### src/rtl/rf_write_arbiter_pkg.sv
// wb_pkg: definitions shared by the register-file write arbiter slice.
//   DATA_SIZE_DEF    - default register data width (codebase DATA_SIZE)
//   STARVE_LIMIT_DEF - default un-granted cycles before a stall request
//   ST_NORMAL/ST_STALL - arbiter FSM state encodings
package wb_pkg;
    localparam int DATA_SIZE_DEF    = 32;
    localparam int STARVE_LIMIT_DEF = 4;

    localparam logic [0:0] ST_NORMAL = 1'b0;
    localparam logic [0:0] ST_STALL  = 1'b1;
endpackage

### src/rtl/rf_write_arbiter_if.sv
// rf_write_arbiter_if: bundles the three write sources and the register-file
// write port of the arbiter.
//   WB_*          - pipeline writeback (highest priority)
//   md_*          - mul/div result handshake (md_ready = queue not full)
//   dbg_*         - debug write request, level until dbg_ack pulses
//   rf_*          - registered register-file write port
//   stall_req     - request to hold the pipeline
// master: the side driving the sources; slave: the arbiter.
interface rf_write_arbiter_if #(
    parameter int DATA_SIZE = wb_pkg::DATA_SIZE_DEF
);
    import wb_pkg::*;

    logic [4:0]           WB_dest;
    logic [DATA_SIZE-1:0] WB_value;
    logic                 WB_WEenable;
    logic                 md_valid;
    logic [4:0]           md_dest;
    logic [DATA_SIZE-1:0] md_value;
    logic                 md_ready;
    logic                 dbg_req;
    logic [4:0]           dbg_dest;
    logic [DATA_SIZE-1:0] dbg_value;
    logic                 dbg_ack;
    logic                 rf_we;
    logic [4:0]           rf_addr;
    logic [DATA_SIZE-1:0] rf_wdata;
    logic                 stall_req;

    modport master (
        output WB_dest, WB_value, WB_WEenable,
        output md_valid, md_dest, md_value,
        output dbg_req, dbg_dest, dbg_value,
        input  md_ready, dbg_ack, rf_we, rf_addr, rf_wdata, stall_req
    );

    modport slave (
        input  WB_dest, WB_value, WB_WEenable,
        input  md_valid, md_dest, md_value,
        input  dbg_req, dbg_dest, dbg_value,
        output md_ready, dbg_ack, rf_we, rf_addr, rf_wdata, stall_req
    );
endinterface

### src/rtl/rf_write_arbiter_fifo.sv
// rf_wr_fifo: 2-entry FIFO holding {dest, value} mul/div results.
//   clock, reset_n - clock, synchronous active-low reset
//   push, din      - enqueue (ignored when full)
//   pop, dout      - dequeue (ignored when empty); dout is the head entry
//   full, empty, count - occupancy
module rf_wr_fifo #(
    parameter int WIDTH = 37
) (
    input  logic             clock,
    input  logic             reset_n,
    input  logic             push,
    input  logic [WIDTH-1:0] din,
    input  logic             pop,
    output logic [WIDTH-1:0] dout,
    output logic             full,
    output logic             empty,
    output logic [1:0]       count
);
    logic [WIDTH-1:0] mem [2];
    logic             rd_ptr, wr_ptr;
    logic             do_push, do_pop;

    assign full    = (count == 2'd2);
    assign empty   = (count == 2'd0);
    // A full queue refuses a push even if it is popped in the same cycle.
    assign do_push = push & ~full;
    assign do_pop  = pop & ~empty;
    assign dout    = mem[rd_ptr];

    always_ff @(posedge clock) begin
        if (do_push) mem[wr_ptr] <= din;
    end

    always_ff @(posedge clock) begin
        if (!reset_n) begin
            rd_ptr <= 1'b0;
            wr_ptr <= 1'b0;
            count  <= 2'd0;
        end else begin
            if (do_push) wr_ptr <= ~wr_ptr;
            if (do_pop)  rd_ptr <= ~rd_ptr;
            count <= count + {1'b0, do_push} - {1'b0, do_pop};
        end
    end
endmodule

### src/rtl/rf_write_arbiter.sv
// rf_write_arbiter: single register-file write port shared by the pipeline
// writeback, a queued mul/div result stream and a debug write port.
//   clock, reset_n - clock, synchronous active-low reset
//   bus (slave)    - sources, rf write port, md_ready, dbg_ack, stall_req
// Priority: pipeline > queue head > debug (debug only with an empty queue and
// never while stalling). A queue head starved by the pipeline for
// STARVE_LIMIT cycles raises stall_req until the queue drains.
module rf_write_arbiter
    import wb_pkg::*;
#(
    parameter int DATA_SIZE    = DATA_SIZE_DEF,
    parameter int STARVE_LIMIT = STARVE_LIMIT_DEF
) (
    input  logic              clock,
    input  logic              reset_n,
    rf_write_arbiter_if.slave bus
);
    localparam int QW = DATA_SIZE + 5;
    localparam int CW = $clog2(STARVE_LIMIT + 1);

    logic [0:0]           state;
    logic [CW-1:0]        starve_cnt;
    logic [QW-1:0]        q_head;
    logic                 q_full, q_empty;
    logic [1:0]           q_count;
    logic                 wb_win, q_win, dbg_win, any_win;
    logic [4:0]           win_dest;
    logic [DATA_SIZE-1:0] win_value;

    rf_wr_fifo #(.WIDTH(QW)) u_fifo (
        .clock   (clock),
        .reset_n (reset_n),
        .push    (bus.md_valid),
        .din     ({bus.md_dest, bus.md_value}),
        .pop     (q_win),
        .dout    (q_head),
        .full    (q_full),
        .empty   (q_empty),
        .count   (q_count)
    );

    assign bus.md_ready  = ~q_full;
    assign bus.stall_req = (state == ST_STALL);

    assign wb_win  = bus.WB_WEenable;
    assign q_win   = ~bus.WB_WEenable & (q_count != 2'd0);
    // The ack cycle blocks a second grant of the still-asserted request.
    assign dbg_win = ~bus.WB_WEenable & q_empty & bus.dbg_req &
                     (state == ST_NORMAL) & ~bus.dbg_ack;
    assign any_win = wb_win | q_win | dbg_win;

    always_comb begin
        win_dest  = bus.dbg_dest;
        win_value = bus.dbg_value;
        if (wb_win) begin
            win_dest  = bus.WB_dest;
            win_value = bus.WB_value;
        end else if (q_win) begin
            win_dest  = q_head[DATA_SIZE +: 5];
            win_value = q_head[DATA_SIZE-1:0];
        end
    end

    // Register x0 is never written, but the winning source is still consumed.
    always_ff @(posedge clock) begin
        if (!reset_n) begin
            bus.rf_we    <= 1'b0;
            bus.rf_addr  <= 5'd0;
            bus.rf_wdata <= '0;
            bus.dbg_ack  <= 1'b0;
        end else begin
            bus.rf_we   <= any_win & (win_dest != 5'd0);
            bus.dbg_ack <= dbg_win;
            if (any_win) begin
                bus.rf_addr  <= win_dest;
                bus.rf_wdata <= win_value;
            end
        end
    end

    // The transition fires on the edge where the counter would reach
    // STARVE_LIMIT, so stall_req rises the cycle after the last starved one.
    always_ff @(posedge clock) begin
        if (!reset_n) begin
            state      <= ST_NORMAL;
            starve_cnt <= '0;
        end else begin
            case (state)
                ST_NORMAL: begin
                    if (q_empty || q_win) begin
                        starve_cnt <= '0;
                    end else if (starve_cnt == CW'(STARVE_LIMIT - 1)) begin
                        state      <= ST_STALL;
                        starve_cnt <= '0;
                    end else begin
                        starve_cnt <= starve_cnt + CW'(1);
                    end
                end
                default: begin
                    starve_cnt <= '0;
                    if (q_empty) state <= ST_NORMAL;
                end
            endcase
        end
    end
endmodule

### src/flat_wrapper.sv
// flat-port wrapper written by rule: the top's interface ports become plain ports
module rf_write_arbiter_flat import wb_pkg::*;
#(
    parameter int DATA_SIZE    = DATA_SIZE_DEF,
    parameter int STARVE_LIMIT = STARVE_LIMIT_DEF
)
  (clock, reset_n, bus_WB_dest, bus_WB_value, bus_WB_WEenable, bus_md_valid, bus_md_dest, bus_md_value, bus_dbg_req, bus_dbg_dest, bus_dbg_value, bus_md_ready, bus_dbg_ack, bus_rf_we, bus_rf_addr, bus_rf_wdata, bus_stall_req);
  rf_write_arbiter_if #(.DATA_SIZE(DATA_SIZE)) bus_i ();
  input  logic clock;
  input  logic reset_n;
  input wire logic [$bits(bus_i.WB_dest)-1:0] bus_WB_dest;
  input wire logic [$bits(bus_i.WB_value)-1:0] bus_WB_value;
  input wire logic [$bits(bus_i.WB_WEenable)-1:0] bus_WB_WEenable;
  input wire logic [$bits(bus_i.md_valid)-1:0] bus_md_valid;
  input wire logic [$bits(bus_i.md_dest)-1:0] bus_md_dest;
  input wire logic [$bits(bus_i.md_value)-1:0] bus_md_value;
  input wire logic [$bits(bus_i.dbg_req)-1:0] bus_dbg_req;
  input wire logic [$bits(bus_i.dbg_dest)-1:0] bus_dbg_dest;
  input wire logic [$bits(bus_i.dbg_value)-1:0] bus_dbg_value;
  output wire logic [$bits(bus_i.md_ready)-1:0] bus_md_ready;
  output wire logic [$bits(bus_i.dbg_ack)-1:0] bus_dbg_ack;
  output wire logic [$bits(bus_i.rf_we)-1:0] bus_rf_we;
  output wire logic [$bits(bus_i.rf_addr)-1:0] bus_rf_addr;
  output wire logic [$bits(bus_i.rf_wdata)-1:0] bus_rf_wdata;
  output wire logic [$bits(bus_i.stall_req)-1:0] bus_stall_req;
  assign bus_i.WB_dest = bus_WB_dest;
  assign bus_i.WB_value = bus_WB_value;
  assign bus_i.WB_WEenable = bus_WB_WEenable;
  assign bus_i.md_valid = bus_md_valid;
  assign bus_i.md_dest = bus_md_dest;
  assign bus_i.md_value = bus_md_value;
  assign bus_i.dbg_req = bus_dbg_req;
  assign bus_i.dbg_dest = bus_dbg_dest;
  assign bus_i.dbg_value = bus_dbg_value;
  assign bus_md_ready = bus_i.md_ready;
  assign bus_dbg_ack = bus_i.dbg_ack;
  assign bus_rf_we = bus_i.rf_we;
  assign bus_rf_addr = bus_i.rf_addr;
  assign bus_rf_wdata = bus_i.rf_wdata;
  assign bus_stall_req = bus_i.stall_req;
  rf_write_arbiter #(.DATA_SIZE(DATA_SIZE), .STARVE_LIMIT(STARVE_LIMIT)) u_core (.clock(clock), .reset_n(reset_n), .bus(bus_i));
endmodule
### config.mk
export PLATFORM = sky130hd
export DESIGN_NAME = rf_write_arbiter_flat
export DESIGN_NICKNAME = d
export VERILOG_FILES = /design/src/rtl/rf_write_arbiter_pkg.sv /design/src/rtl/rf_write_arbiter_if.sv /design/src/rtl/rf_write_arbiter_fifo.sv /design/src/rtl/rf_write_arbiter.sv /design/src/flat_wrapper.sv
export SDC_FILE = /design/constraint.sdc
export NUM_CORES = 1
export LEC_CHECK = 0
export BUFFER_PORTS_ARGS = -buffer_cell sky130_fd_sc_hd__buf_2
export CAP_MARGIN = 20
export CORE_UTILIZATION = 35
export CTS_BUF_LIST = sky130_fd_sc_hd__clkbuf_8
export DETAILED_ROUTE_END_ITERATION = 10
export GPL_TIMING_DRIVEN = 0
export PLACE_DENSITY = 0.73
export SKIP_LAST_GASP = 1
export SLEW_MARGIN = 5
export SYNTH_ARGS = -nofsm -noshare
export SYNTH_HDL_FRONTEND = slang
export SYNTH_SLANG_ARGS = --single-unit
### constraint.sdc
create_clock -name clock -period 2.76 [get_ports clock]
set_input_delay 0.414 -clock clock [delete_from_list [all_inputs] [get_ports clock]]
set_output_delay 0.414 -clock clock [all_outputs]
set_load 0.02 [all_outputs]
Word-level counts from Yosys, hierarchy flattened --
Memories as Yosys holds them, arrays and structs flattened. A register that Yosys moved wholly into a read port is not among the register bits. Index checks and enable logic that the tools add are counted.
Storage, ports and cells: RAM bits 74, bits in latches 0, memory bits (read-only) 0, memories kept 1, output and inout bits 41, bits in registers 47, word-level logic and storage cells 50
Operators by class: mux-type cells 12, shifts and indexed selects 0, magnitude comparators 0, div/mod/pow operators 0, eq/ne operators 2, reductions and logical operators 5, add/subtract/negate cells 3, multipliers 0, bitwise logic cells 18
Memories:
- u_core.u_fifo.mem | words 2, bits a word 37, read ports 1, clocked after Yosys merged registers in 1, write ports 1, line rf_write_arbiter_fifo.sv:19 | logic [WIDTH-1:0] mem [2];
Operators with widths (number):
- $mux W32 | 2
- $mux W5 | 2
- $and A1 B1 Y1 | 8
- $mux W1 | 8
- $not A1 Y1 | 8
- $reduce_bool A5 Y1 | 1
- $reduce_or A4 Y1 | 1
- $add A3 B1 Y3 const B | 1
- $eq A3 B2 Y1 const B | 1
- $add A2 B1 Y2 | 1
- $eq A2 B2 Y1 const B | 1
- $logic_not A2 Y1 | 1
- $or A1 B1 Y1 | 2
- $reduce_bool A2 Y1 | 1
- $sub A2 B1 Y2 | 1
- $logic_or A1 B1 Y1 | 1

Logic depth before layout (Yosys ltp) --
depth in word-level cells 7, mapped depth 9, depth with buffers taken out 8

Hierarchy --
From an unflattened synthesis, not the netlist that was laid out.
Unflattened totals: cell total of the unflattened synthesis 462, area, all modules 5440.2 µm²
Modules (own cells, without submodules):
- rf_wr_fifo | sequential area each 2322.2 µm², cells each 140, instances 1, area an instance 3057.9 µm²
- rf_write_arbiter | sequential area each 860.8 µm², cells each 322, instances 1, area an instance 2382.3 µm²

Worst setup path before layout --
Ideal clock, no wire load.
path kind flip-flop to flip-flop, start register u_core.u_fifo.count[0], end memory u_core.u_fifo.mem[0][0] (enable), clock period less this slack 2.852 ns, setup slack -0.092 ns, arrival time 2.421 ns, setup time 0.431 ns, stages on the path, launching flop included 4, cells stage by stage dfxtp_1 > nand2b_1 > nand2_1 > nor2_1
Between the ends: word-level cells in the longest chain between the ends 5
Ends and longest elaborated chain:
- start, declared | line rf_write_arbiter_fifo.sv:17 | output logic [1:0] count
- start signal, assigned | line rf_write_arbiter_fifo.sv:42 | count <= count + {1'b0, do_push} - {1'b0, do_pop};
- $eq A2 B2 Y1 | line rf_write_arbiter_fifo.sv:23 | assign full = (count == 2'd2);
- $not A1 Y1
- named net bus_md_ready | line flat_wrapper.sv:20 | output wire logic [$bits(bus_i.md_ready)-1:0] bus_md_ready;
- $and A1 B1 Y1 | line rf_write_arbiter_fifo.sv:26 | assign do_push = push & ~full;
- $mux W1 | line rf_write_arbiter_fifo.sv:31 | if (do_push) mem[wr_ptr] <= din;
- $mux W1 (not written as such) | line rf_write_arbiter_fifo.sv:31
- end, declared | line rf_write_arbiter_fifo.sv:19
The timed path passes the listed nets, and every way through them passes these cells.

Worst setup path in the final report --
start register u_core.u_fifo.count[1], end register u_core.bus.rf_wdata[6]
Between the ends: word-level cells in the longest chain between the ends 6, elaborated cells on any way between the ends 11, those cells by class mux (2); bitwise (7); reduce/logical (2)
Ends and longest elaborated chain:
- $logic_not A2 Y1 | line rf_write_arbiter_fifo.sv:24 | assign empty = (count == 2'd0);
- $and A1 B1 Y1 (3 in series) | line rf_write_arbiter.sv:48 | assign dbg_win = ~bus.WB_WEenable & q_empty & bus.dbg_req &
- $and A1 B1 Y1 | line rf_write_arbiter.sv:49 | (state == ST_NORMAL) & ~bus.dbg_ack;
- $or A1 B1 Y1 | line rf_write_arbiter.sv:50 | assign any_win = wb_win | q_win | dbg_win;
- end signal, assigned | line rf_write_arbiter.sv:76 | bus.rf_wdata <= win_value;
- end, declared | line rf_write_arbiter_if.sv:41 | output md_ready, dbg_ack, rf_we, rf_addr, rf_wdata, stall_req
Several ways; a longest one is shown, not always the timed one. A chain may end at the register's enable or synchronous reset.

==> qor.txt <==
clk_skew: 0.0118 ns
Post-CTS Setup Bufs: 0
Slowest-stage cell, CP: or3_1
FF+latch count, synth: 122
Gate power share: 32.8%
drt total wl: 12,900 um
# port buffers: 154
routed wire length per instance: 16.6 um
# setup viols final: 0
hold slack: 0.167 ns
peak supply drop: 0.000348 V
post-synth top area share: 44.5%
Hold Crit Class: in2reg
Die W: 122 um
CTS tree: built
H-tree levels: 4
CTS max path bufs: 2
Clk Tree Root Cell: clkbuf_8
post-synth top area cell: edfxtp_1
crit path max fanout: 10
DR pass1 iterations: 5
vias in the first global route: 4,024
vias: 3,939
Initial Utilization: 36.0%
insertion delay to the later sink of the worst-skew pair: 0.43 ns
FMAX: 501 MHz
Site Rows: 43
first-pass GRT wire length: 19,900 um
Core Region: 13,900 um2
worst-margin pin slew: 0.876 ns
Vert. Die Dim: 122 um
post-synthesis sequential area ratio: 63.7%
Post-Syn Area per Cell: 12.0 um2
Slew Limit Fails: 0
Post-Syn Instances: 415
CP endpoint kind: flip-flop
DP HPWL: 9350 um
hold buffer count at CTS: 0
Starting DRT DRC Count: 212
DRC viols: 0
layout cells sized above 1: 32.9%
antenna-violating nets left: 0
synth-to-layout area growth: 27.1%
clock sink total: 122
status: finished clean
Worst EP arrival: 2.31 ns
share of power burned in registers: 43.5%
critical-path cell list: buf_6, or2_1, buf_2, or3_1, buf_6, buf_2, o21ai_1, a31oi_1
max-cap violations: 0
P_int: 3600 uW
GR Overflow Total: 0
Nets: 709
clock share of power: 23.7%
CP Launch Type: flip-flop
Static Leak: 0.00264 uW
n_diodes: 0
final worst path period need: 2.00 ns
PwrDens: 864 nW/um2
RD Place Congestion: 0.834
pin count of the biggest net entering global routing: 38
worst relative slew slack: 41.6%
synth top area cells: edfxtp_1 (44%), dfxtp_1 (19%), mux2i_1 (7.6%)
Worst EP required: 3.07 ns
Sw Share: 34.5%
Setup TNS: 0 ns
post-synthesis cell type count: 32
hold depth: 1
initial antenna violation count: 1
NetSw: 1890 uW
Syn. warnings: 0
Final period util: 72.4%
Clock transition at path regs: 0.07 ns
crit-path max cell delay: 0.40 ns
total CTS buffers: 17
I/O pin total: 157
cts repair resizes: 0
total track usage: 18.5%
die area: 14,800 um2
mapped cell area: 5000 um2
Synthesized Nets: 535
cell depth of the worst flop-to-flop path: 8
Setup CP Type: reg2reg
vias per inst: 5.04
RSZ-0062 raised after global routing: false
final hold violation count: 0
## final timing paths
kind | slack (ns) | endpoint | startpoint
setup / recovery | 0.76 | u_core.bus.rf_wdata[6] | u_core.u_fifo.count[1]
hold / removal | 0.17 | u_core.u_fifo.mem[1][31] | bus_md_value[31]
setup reg to reg | 0.76 | u_core.bus.rf_wdata[6] | u_core.u_fifo.count[1]
hold reg to reg | 0.44 | u_core.starve_cnt[0] | u_core.starve_cnt[0]
## synth_stat cells
cell,n
edfxtp_1,74
dfxtp_1,48
nor2_1,47
mux2i_1,38
nand2_1,35
a211o_1,32
a31oi_1,32
o21ai_1,32
clkbuf_1,21
buf_2,10
a211oi_1,5
a21oi_1,5
a211oi_2,4
ha_1,4
inv_1,4
nor3_1,4
buf_6,3
xnor2_1,2
xor2_1,2
a221oi_1,1
a41oi_1,1
and2_1,1
and3_1,1
clkinv_1,1
nand2b_1,1
nand4_1,1
nor3b_1,1
nor4_1,1
nor4b_1,1
o21ba_2,1
or2_1,1
or3_1,1
## placed cells by master (no fill, tap or decap), types with 12 or more instances in the layout
master / n
buf_2: 164
edfxtp_1: 74
dfxtp_1: 48
nor2_1: 46
mux2i_1: 38
nand2_1: 35
a211o_1: 32
o21ai_1: 32
a31oi_1: 32
clkbuf_1: 21
clkbuf_8: 20
inv_1: 12
## kinds of logic after synthesis
group	synth area share [%]
buf+inv	3.63
xor+xnor	0.701
mux	7.61
compound gates	15.6
flops	63.7
simple gates	7.76
fa+ha+maj	1.00
## critical path, delay by kind of cell, from the launching register on
| family | cells | cell delay [ns] |
|---|---|---|
| buffers and inverters | 4 | 0.71 |
| AOI/OAI and AO/OA | 2 | 0.23 |
| and+or+nand+nor | 2 | 0.62 |
| DFF | 1 | 0.31 |
## layer usage
| layer | global-route usage [%] | vias up | share of wire [%] |
|---|---|---|---|
| met2 | 31.3 | 157 | 49 |
| met3 | 4.65 | 23 | 6.3 |
| met1 | 22.1 | 1860 | 42 |
| met4 | 8.49 | 2 | 2.1 |
| li1 | - | 1897 | - |
| met5 | 0 | - | 0.085 |
## sequential cells by signal, indices dropped and copies added (netlist names), named ones only
register	flops
u_core.u_fifo.mem	74
u_core.bus.rf_addr	5
u_core.u_fifo.count	2
u_core.u_fifo.wr_ptr	1
u_core.u_fifo.rd_ptr	1
u_core.starve_cnt	3
u_core.bus.dbg_ack	1
u_core.bus.rf_we	1
u_core.bus.stall_req	1
u_core.bus.rf_wdata	32
## area by class of cell
class,count,area (um2)
sequential,122,3180
clock inverter,12,48.8
timing repair buffer,155,798
tap,180,225
clock buffer,20,275
multi-input combinational,254,1640
inverter,5,18.8
buffer,34,163
fill,1329,7530
## per-stage QoR
| step | util (%) | area, um2 | cells | power [uW] | setup WS, ns |
|---|---|---|---|---|---|
| floorplan | - | 5000 | 415 | 3620 | 0.517 |
| global placement | 43.2 | 6000 | 749 | 4150 | 0.127 |
| detailed placement | 43.4 | 6030 | 750 | 4240 | 0.425 |
| CTS | 45.8 | 6350 | 782 | 5550 | 0.752 |
| global route | 45.8 | 6350 | 782 | 5810 | 0.609 |
| finish | 45.8 | 6350 | 782 | 5490 | 0.763 |
## power by group through the flow
stage          sequential (uW)  clock, uW  combinational (uW)
2_1_floorplan             2560          0                1060
3_3_place_gp              2420          0                1730
3_5_place_dp              2430          0                1810
4_1_cts                   2390       1340                1820
5_1_grt                   2420       1410                1980
6_report                  2390       1300                1800
No activity file was read; power rests on OpenSTA's default activity.
